==> src/rtl/uart_pkg.sv <==
// uart_pkg: shared definitions for the memory-mapped UART transmitter.
//   - register offsets inside the 8-byte window
//   - STATUS bit positions
//   - serializer FSM state encoding
package uart_pkg;

    localparam logic [2:0] REG_DATA   = 3'd0;
    localparam logic [2:0] REG_STATUS = 3'd4;

    localparam int ST_BUSY = 0;
    localparam int ST_FULL = 1;
    localparam int ST_OVF  = 2;

    typedef enum logic [1:0] {
        IDLE  = 2'd0,
        START = 2'd1,
        DATA  = 2'd2,
        STOP  = 2'd3
    } tx_state_e;

endpackage

==> src/rtl/uart_tx_mmio_fifo.sv <==
// tx_fifo: 8-bit wide, 4-deep FIFO feeding the UART serializer.
// Ports:
//   clkd, RESET   - clock, synchronous active-low reset
//   push_i, din_i - write strobe and byte (ignored while full)
//   pop_i, dout_o - read strobe (ignored while empty); dout_o shows the head
//   full_o, empty_o - occupancy flags
module tx_fifo (
    input  logic       clkd,
    input  logic       RESET,
    input  logic       push_i,
    input  logic       pop_i,
    input  logic [7:0] din_i,
    output logic [7:0] dout_o,
    output logic       full_o,
    output logic       empty_o
);

    logic [7:0] mem_q [4];
    logic [1:0] wptr_q, wptr_d;
    logic [1:0] rptr_q, rptr_d;
    logic [2:0] cnt_q,  cnt_d;
    logic       do_push, do_pop;

    assign full_o  = (cnt_q == 3'd4);
    assign empty_o = (cnt_q == 3'd0);
    assign dout_o  = mem_q[rptr_q];

    assign do_push = push_i && !full_o;
    assign do_pop  = pop_i && !empty_o;

    always_comb begin
        wptr_d = wptr_q;
        rptr_d = rptr_q;
        cnt_d  = cnt_q;
        if (do_push) wptr_d = wptr_q + 2'd1;   // wraps 3 -> 0
        if (do_pop)  rptr_d = rptr_q + 2'd1;
        // push and pop together leave the count untouched
        if (do_push && !do_pop)      cnt_d = cnt_q + 3'd1;
        else if (do_pop && !do_push) cnt_d = cnt_q - 3'd1;
    end

    always_ff @(posedge clkd) begin
        if (!RESET) begin
            wptr_q <= 2'd0;
            rptr_q <= 2'd0;
            cnt_q  <= 3'd0;
        end else begin
            wptr_q <= wptr_d;
            rptr_q <= rptr_d;
            cnt_q  <= cnt_d;
        end
    end

    // storage needs no reset: the count gates every read
    always_ff @(posedge clkd) begin
        if (do_push) mem_q[wptr_q] <= din_i;
    end

endmodule

==> src/rtl/uart_tx_mmio.sv <==
// uart_tx_mmio: memory-mapped 8N1 UART transmitter (LSB first).
// Ports:
//   clkd, RESET          - clock, synchronous active-low reset
//   mem_addr/wdata/wmask - CPU store path; DATA write pushes wdata[7:0]
//   mem_rstrb, mem_rdata - CPU load strobe and registered read data
//   TXD                  - serial line, idles high
//   irq_empty            - FIFO empty and serializer idle
module uart_tx_mmio
    import uart_pkg::*;
#(
    parameter int          CLKS_PER_BIT = 4,
    parameter logic [31:0] BASE_ADDR    = 32'h0040_0000
) (
    input  logic        clkd,
    input  logic        RESET,
    input  logic [31:0] mem_addr,
    input  logic [31:0] mem_wdata,
    input  logic [3:0]  mem_wmask,
    input  logic        mem_rstrb,
    output logic [31:0] mem_rdata,
    output logic        TXD,
    output logic        irq_empty
);

    localparam int             TW    = $clog2(CLKS_PER_BIT);
    localparam logic [TW-1:0]  TLOAD = TW'(CLKS_PER_BIT - 1);

    tx_state_e     state_q, state_d;
    logic [7:0]    shift_q, shift_d;
    logic [2:0]    bitcnt_q, bitcnt_d;
    logic [TW-1:0] timer_q, timer_d;
    logic          txd_q, txd_d;
    logic          ovf_q, ovf_d;
    logic [31:0]   rdata_q, rdata_d;
    logic [31:0]   status_w;

    logic       sel, is_status, wr_data, rd_status, pop;
    logic       full, empty;
    logic [7:0] fifo_dout;

    logic unused_bits;
    assign unused_bits = ^{mem_addr[1:0], mem_wdata[31:8], mem_wmask[3:1]};

    assign sel       = (mem_addr[31:3] == BASE_ADDR[31:3]);
    assign is_status = (mem_addr[2] == REG_STATUS[2]);
    assign wr_data   = sel && mem_wmask[0] && !is_status;
    assign rd_status = sel && mem_rstrb && is_status;

    tx_fifo u_fifo (
        .clkd    (clkd),
        .RESET   (RESET),
        .push_i  (wr_data),
        .pop_i   (pop),
        .din_i   (mem_wdata[7:0]),
        .dout_o  (fifo_dout),
        .full_o  (full),
        .empty_o (empty)
    );

    always_comb begin
        status_w          = 32'h0;
        status_w[ST_BUSY] = (state_q != IDLE) || !empty;
        status_w[ST_FULL] = full;
        status_w[ST_OVF]  = ovf_q;
    end

    // a dropped write in the same cycle as a STATUS read keeps the flag set
    always_comb begin
        ovf_d   = ovf_q;
        rdata_d = rdata_q;
        if (wr_data && full) ovf_d = 1'b1;
        else if (rd_status)  ovf_d = 1'b0;
        if (sel && mem_rstrb) rdata_d = is_status ? status_w : 32'h0;
    end

    always_comb begin
        state_d  = state_q;
        shift_d  = shift_q;
        bitcnt_d = bitcnt_q;
        timer_d  = timer_q;
        txd_d    = txd_q;
        pop      = 1'b0;
        case (state_q)
            IDLE: begin
                txd_d = 1'b1;
                if (!empty) begin
                    pop     = 1'b1;
                    shift_d = fifo_dout;
                    txd_d   = 1'b0;
                    timer_d = TLOAD;
                    state_d = START;
                end
            end
            START: begin
                if (timer_q == '0) begin
                    state_d  = DATA;
                    txd_d    = shift_q[0];
                    timer_d  = TLOAD;
                    bitcnt_d = 3'd0;
                end else begin
                    timer_d = timer_q - 1'b1;
                end
            end
            DATA: begin
                if (timer_q == '0) begin
                    timer_d = TLOAD;
                    if (bitcnt_q == 3'd7) begin
                        state_d = STOP;
                        txd_d   = 1'b1;
                    end else begin
                        // next bit is shift[1] before the shift lands
                        shift_d  = {1'b0, shift_q[7:1]};
                        txd_d    = shift_q[1];
                        bitcnt_d = bitcnt_q + 3'd1;
                    end
                end else begin
                    timer_d = timer_q - 1'b1;
                end
            end
            STOP: begin
                if (timer_q == '0) begin
                    if (!empty) begin
                        // chain straight into the next start bit
                        pop     = 1'b1;
                        shift_d = fifo_dout;
                        txd_d   = 1'b0;
                        timer_d = TLOAD;
                        state_d = START;
                    end else begin
                        state_d = IDLE;
                    end
                end else begin
                    timer_d = timer_q - 1'b1;
                end
            end
            default: state_d = IDLE;
        endcase
    end

    always_ff @(posedge clkd) begin
        if (!RESET) begin
            state_q  <= IDLE;
            shift_q  <= 8'h0;
            bitcnt_q <= 3'd0;
            timer_q  <= '0;
            txd_q    <= 1'b1;
            ovf_q    <= 1'b0;
            rdata_q  <= 32'h0;
        end else begin
            state_q  <= state_d;
            shift_q  <= shift_d;
            bitcnt_q <= bitcnt_d;
            timer_q  <= timer_d;
            txd_q    <= txd_d;
            ovf_q    <= ovf_d;
            rdata_q  <= rdata_d;
        end
    end

    assign TXD       = txd_q;
    assign mem_rdata = rdata_q;
    assign irq_empty = (state_q == IDLE) && empty;

endmodule

==> config.mk <==
export PLATFORM = sky130hd
export DESIGN_NAME = uart_tx_mmio
export DESIGN_NICKNAME = d
export VERILOG_FILES = /design/src/rtl/uart_pkg.sv /design/src/rtl/uart_tx_mmio_fifo.sv /design/src/rtl/uart_tx_mmio.sv
export SDC_FILE = /design/constraint.sdc
export NUM_CORES = 1
export LEC_CHECK = 0
export CORE_MARGIN = 5
export CORE_UTILIZATION = 42
export CTS_CLUSTER_DIAMETER = 120
export DETAILED_ROUTE_END_ITERATION = 8
export GPL_ROUTABILITY_DRIVEN = 0
export PLACE_DENSITY_LB_ADDON = 0.12
export SETUP_SLACK_MARGIN = 0.4
export SLEW_MARGIN = 0
export SYNTH_ARGS = -nofsm -noshare
export SYNTH_HDL_FRONTEND = slang
export SYNTH_HIERARCHICAL = 1
export SYNTH_SLANG_ARGS = --single-unit
==> constraint.sdc <==
create_clock -name clkd -period 2.4 [get_ports clkd]
set_input_delay 0.36 -clock clkd [delete_from_list [all_inputs] [get_ports clkd]]
set_output_delay 0.36 -clock clkd [all_outputs]
set_load 0.05 [all_outputs]
## Word-level counts from Yosys, hierarchy flattened

Memory sizes are Yosys's and may differ from the RTL's. A register that Yosys moved wholly into a read port is not among the register bits.
Index checks and enable logic that the tools add are counted.

| word-level totals | value |
|---|---|
| register bits after elaboration | 56 |
| RAM bits | 32 |
| bits of input ports | 71 |
| output and inout bits | 34 |
| logic and storage cells | 98 |
| memories kept | 1 |

| operators by class | value |
|---|---|
| add/subtract/negate cells | 6 |
| equality and inequality tests | 13 |
| multiplexer cells | 39 |
| reductions and logical operators | 29 |

Memory list:

| name | words | bits a word | read ports | clocked after Yosys merged registers in | wr ports | RTL line | text |
|---|---|---|---|---|---|---|---|
| u_fifo.mem_q | 4 | 8 | 1 | 1 | 1 | uart_tx_mmio_fifo.sv:18 | `logic [7:0] mem_q [4];` |

Operators with widths:

| kind | count |
|---|---|
| $mux 8 | 4 |
| $eq 29x20->1 const B | 1 |
| $pmux 8 s3 | 1 |
| $mux 2 | 10 |
| $mux 3 | 6 |
| $ne 2x2->1 const B | 7 |
| $mux 1 | 13 |
| $reduce_and 4->1 | 3 |
| $logic_and 1x1->1 | 10 |
| $pmux 2 s4 | 1 |
| $reduce_bool 2->1 | 4 |
| $add 3x1->3 const B | 2 |
| $eq 3x3->1 const B | 2 |
| $pmux 2 s3 | 1 |
| $pmux 3 s2 | 1 |
| $logic_not 1->1 | 5 |
| $reduce_and 5->1 | 1 |
| $add 2x1->2 const B | 2 |
| $eq 2x2->1 const B | 2 |
| $logic_not 2->1 | 2 |
| $pmux 1 s4 | 1 |
| $logic_not 3->1 | 1 |
| $reduce_bool 3->1 | 1 |
| $sub 3x1->3 const B | 1 |
| other kinds (5) | 5 |

## Longest topological paths before layout

| logic depth | value |
|---|---|
| depth in word-level cells | 8 |
| gate-level depth with buffers | 12 |
| gate-level depth less buffers | 11 |

## Modules after synthesis

The synthesis kept the hierarchy.

Modules (own cells, without submodules):

| module | instances | cells each | area an instance (µm²) | sequential area each (µm²) |
|---|---|---|---|---|
| tx_fifo | 1 | 90 | 1,639.1 | 1,141.1 |
| uart_tx_mmio | 1 | 185 | 1,550.2 | 400.4 |

## Worst setup path before layout

Ideal clock, no wire load.

| path | value |
|---|---|
| kind | input port to flip-flop |
| start | input port mem_addr[23] |
| end | register u_fifo.cnt_q[2] |
| setup time | 70 ps |
| data arrival time | 2,467 ps |
| data required time | 2,330 ps |
| path slack | -137 ps |
| stages | 11 |
| buffers on the path | 1 |
| path through | nor4_1 nand4_1 nor3_1 nor2b_1 buf_6 ha_1 inv_1 fa_1 xor2_1 or3_1 a21boi_1 |

| on the way | value |
|---|---|
| longest elaborated chain between the ends | 7 |
| elaborated cells between the ends (all ways) | 9 |
| classes of those cells | eq/ne: 1; mux: 1; reduce/logical: 7 |

Ends and longest elaborated chain:

| element | RTL line | text |
|---|---|---|
| start: declaration | uart_tx_mmio.sv:16 | `input logic [31:0] mem_addr,` |
| $eq 29x20->1 (*) | uart_tx_mmio.sv:44 | `assign sel = (mem_addr[31:3] == BASE_ADDR[31:3]);` |
| $logic_and 1x1->1 (*) (2 in series) | uart_tx_mmio.sv:46 | `assign wr_data = sel && mem_wmask[0] && !is_status;` |
| named net wr_data | uart_tx_mmio.sv:37 | `logic sel, is_status, wr_data, rd_status, pop;` |
| $logic_and 1x1->1 (*) | uart_tx_mmio_fifo.sv:28 | `assign do_push = push_i && !full_o;` |
| named net u_fifo.do_push | uart_tx_mmio_fifo.sv:22 | `logic do_push, do_pop;` |
| $logic_not 1->1 | uart_tx_mmio_fifo.sv:39 | `else if (do_pop && !do_push) cnt_d = cnt_q - 3'd1;` |
| $logic_and 1x1->1 | uart_tx_mmio_fifo.sv:39 |  |
| $reduce_bool 2->1 (no line) | n/a |  |
| end signal: assignment | uart_tx_mmio_fifo.sv:50 | `cnt_q <= cnt_d;` |
| end: declaration | uart_tx_mmio_fifo.sv:21 | `logic [2:0] cnt_q, cnt_d;` |

Mark *: on every way through the listed nets, which the timed path passes. The rest lies on a longest branch.
A chain may end at the register's enable or synchronous reset.

## Worst setup path after layout

| path | value |
|---|---|
| start | input port mem_addr[19] |
| end | register u_fifo.cnt_q[2] |

| on the way | value |
|---|---|
| longest elaborated chain between the ends | 7 |
| elaborated cells between the ends (all ways) | 9 |
| classes of those cells | eq/ne: 1; mux: 1; reduce/logical: 7 |

Ends and longest elaborated chain:

| element | RTL line |
|---|---|
| $eq 29x20->1 (*) | uart_tx_mmio.sv:44 |
| $logic_and 1x1->1 (*) (2 in series) | uart_tx_mmio.sv:46 |
| named net wr_data | uart_tx_mmio.sv:37 |
| $logic_and 1x1->1 (*) | uart_tx_mmio_fifo.sv:28 |
| $logic_not 1->1 | uart_tx_mmio_fifo.sv:39 |
| $logic_and 1x1->1 | uart_tx_mmio_fifo.sv:39 |
| $reduce_bool 2->1 (no line) | n/a |

Marks and branches as above.

==> summary.md <==
| Metric | Value |
|---|---|
| Leak pwr | 1.628 nW |
| Syn avg cell area | 11.60 um^2 |
| Number of max-cap violations | 0 |
| Hold violation count in the final report | 0 |
| Skew-Pair Late Insertion Delay | 330 ps |
| Post-Syn Instances | 275 |
| Clock Pin Slew Worst Setup and Hold Paths | 70 ps |
| Worst setup margin | 187.5 ps |
| Mean routed wirelength per cell | 14.00 um |
| Combinational share of power | 0.141 |
| Drt initial violations | 49 |
| DP Wirelength | 4.638 mm |
| Vias per std cell | 4.748 |
| Fmax | 452.0 MHz |
| Final worst-path cycle share | 0.9219 |
| Number of global-route vias before repair | 2172 |
| Antenna Diode Count | 0 |
| GR Util All Layers | 0.1360 |
| Most common cell in the synthesized netlist | edfxtp_1 |
| Post-synth EDFFs | 32 |
| Initial antenna violation count | 0 |
| ANT nets after route | 0 |
| Die Span Y | 97.14 um |
| # clock sinks | 61 |
| Fin. max-slew vios | 0 |
| Max VDD drop | 0.3568 mV |
| DR pass1 iterations | 4 |
| Final Core Density | 0.5830 |
| Die W | 97.14 um |
| Final worst path period need | 2213 ps |
| Ports | 105 |
| Crit path max fanout | 2 |
| HP Class | reg2reg |
| Largest net degree at the start of global routing | 21 |
| Unrepaired setup endpoints after global routing | true |
| Num CTS Buffers | 9 |
| Clk root buf | clkbuf_8 |
| CP startpoint kind | input port |
| Clock Power Share | 0.409 |
| Final nets | 443 |
| Core Region | 0.007331 mm^2 |
| Share of synthesized flip-flops with an asynchronous set or reset | 0 |
| Register Area | 0.001554 mm^2 |
| Mapped cell area | 0.003189 mm^2 |
| Crit path DAT | 2480 ps |
| Fill cells | 629 |
| Hold Slack | 462.5 ps |
| Final Routed Wirelength | 6.442 mm |
| Htree depth | 3 |
| Run status | finished clean |
| Post-synthesis sequential area ratio | 0.4833 |
| Sw frac | 0.2626 |
| Dominant cell type by area after synthesis | edfxtp_1 |
| Routed via count | 2184 |
| Post-synth top cells | edfxtp_1, buf_4, dfxtp_1 |
| Layout cells sized above 1 | 0.3241 |
| Least-Margin Pin Slew | 534.5 ps |
| Final setup fails | 0 |
| Worst setup EP type | flop |
| Skew final | 5.562 ps |
| FP Rows | 31 |
| Flops & latches, synth | 61 |
| I/O Buffers | 46 |
| Area of the multi-input gates | 0.001597 mm^2 |
| WP data required | 2670 ps |
| Area of the die | 0.009436 mm^2 |
| Number of unique standard cell types used by synthesis | 50 |
| Final Total Pwr | 2.462 mW |
| Net Switching | 0.6465 mW |
| Power density over the cells | 576.1 mW/mm^2 |
| Synth warn | 6 |
| GRT overflow | 0 |
| Ys flop type | edfxtp_1 |
| Slew headroom | 0.6425 |
| Finished Cell Area | 0.004274 mm^2 |
| Layout area overhead | 34.01% |
| Internal | 1.816 mW |
| Cell area after placement | 0.003835 mm^2 |
| Placement Setup Slack | -471.3 ps |
| Clock Path Buffers | 2 |
| TritonCTS clock tree | done |
| Flop pwr share | 0.450 |
| DRC viols | 0 |
| Initial Util | 0.4351 |
| First-pass GRT wire length | 10.40 mm |
| Setup Crit Path Kind | in2reg |
| CTS Hold Bufs | 0 |
| Yosys top cell area share | 0.3013 |
| Top post-synthesis cells by area | edfxtp_1, dfxtp_1, buf_4 |
==> critical path, stage by stage <==
cell             delay (ps)
clkdlybuf4s15_2         190
nor4b_4                 200
nand4_1                 180
nor3_2                  210
nor2b_4                 190
ha_4                    140
inv_2                    40
fa_2                    390
xor2_2                  150
or3_1                   300
a21boi_1                120
==> metrics by stage <==
stage	TNS [ps]	instances
2_1_floorplan	0	303
3_3_place_gp	-2022	428
3_5_place_dp	-3380	428
4_1_cts	0	456
5_1_grt	0	460
6_report	0	460
==> kinds of logic (layout without fill, tap and decap cells) <==
| group | count (synthesis) | count (layout) | synth area share |
|---|---|---|---|
| xor gates and xnor gates | 4 | 4 | 0.01099 |
| buffers and inverters | 54 | 112 | 0.1079 |
| DFF | 61 | 61 | 0.4833 |
| and+or+nand+nor | 74 | 74 | 0.1424 |
| muxes | 21 | 21 | 0.09729 |
| other | 1 | 29 | 0.001176 |
| AOI/OAI and AO/OA | 44 | 44 | 0.09180 |
| adders and majority gates | 16 | 16 | 0.06512 |
==> flip-flops by register name, indices dropped and copies added (netlist names), named ones only <==
| signal | cells |
|---|---|
| u_fifo/mem_q | 32 |
| shift_q | 8 |
| bitcnt_q | 3 |
| mem_rdata | 3 |
| u_fifo/cnt_q | 3 |
| state_q | 2 |
| timer_q | 2 |
| u_fifo/rptr_q | 2 |
| u_fifo/wptr_q | 2 |
| TXD | 1 |
| ovf_q | 1 |
==> power groups by stage <==
stage | combinational (mW) | clock [mW] | sequential [mW]
global route | 0.370 | 1.08 | 1.11
detailed placement | 0.335 | 0 | 1.13
CTS | 0.342 | 1.03 | 1.11
finish | 0.348 | 1.01 | 1.11
global placement | 0.332 | 0 | 1.13
floorplan | 0.239 | 0 | 1.13
==> placed cells by master (no fill, tap or decap), types with 7 or more instances in the layout <==
master / n
a21oi_1: 7
mux2i_1: 13
clkbuf_8: 9
conb_1: 29
nand2_1: 15
o21ai_0: 9
and2_1: 9
ha_1: 12
clkdlybuf4s50_1: 14
inv_1: 7
buf_4: 29
dlygate4sd2_1: 7
edfxtp_1: 32
dfxtp_1: 23
mux4_2: 8
a21boi_1: 12
or3_1: 8
buf_6: 13
buf_2: 9
==> final cells by class <==
type / count / area share
clock buffer: 10 / 0.02986
clock inverter: 6 / 0.02225
inverter: 12 / 0.01171
multi-input combinational: 188 / 0.3735
sequential: 61 / 0.3636
tap: 99 / 0.02898
timing repair buffer: 84 / 0.1701
==> worst paths after layout <==
check / from / to / slack [ps] / cells after the start
hold / removal: ovf_q / ovf_q / 460 / 2
hold reg to reg: ovf_q / ovf_q / 460 / 2
setup / recovery: mem_addr[19] / u_fifo/cnt_q[2] / 190 / 11
setup reg to reg: state_q[0] / u_fifo/cnt_q[2] / 270 / 10
==> per-layer routing <==
metal | global-route usage | share of wire | up-vias
met5 | 0 | 0 | -
li1 | - | - | 1106
met3 | 0.03446 | 0.040 | 10
met2 | 0.2309 | 0.52 | 41
met1 | 0.1645 | 0.42 | 1027
met4 | 0.05508 | 0.018 | 0
==> timing repair <==
action                                  4_1_cts  5_1_grt
buffers inserted                             12        4
gates resized for setup                     100       30
pin swaps                                    20       14
endpoints found under the setup margin       36       15
Note: power is estimated with default switching activity, not from simulation.
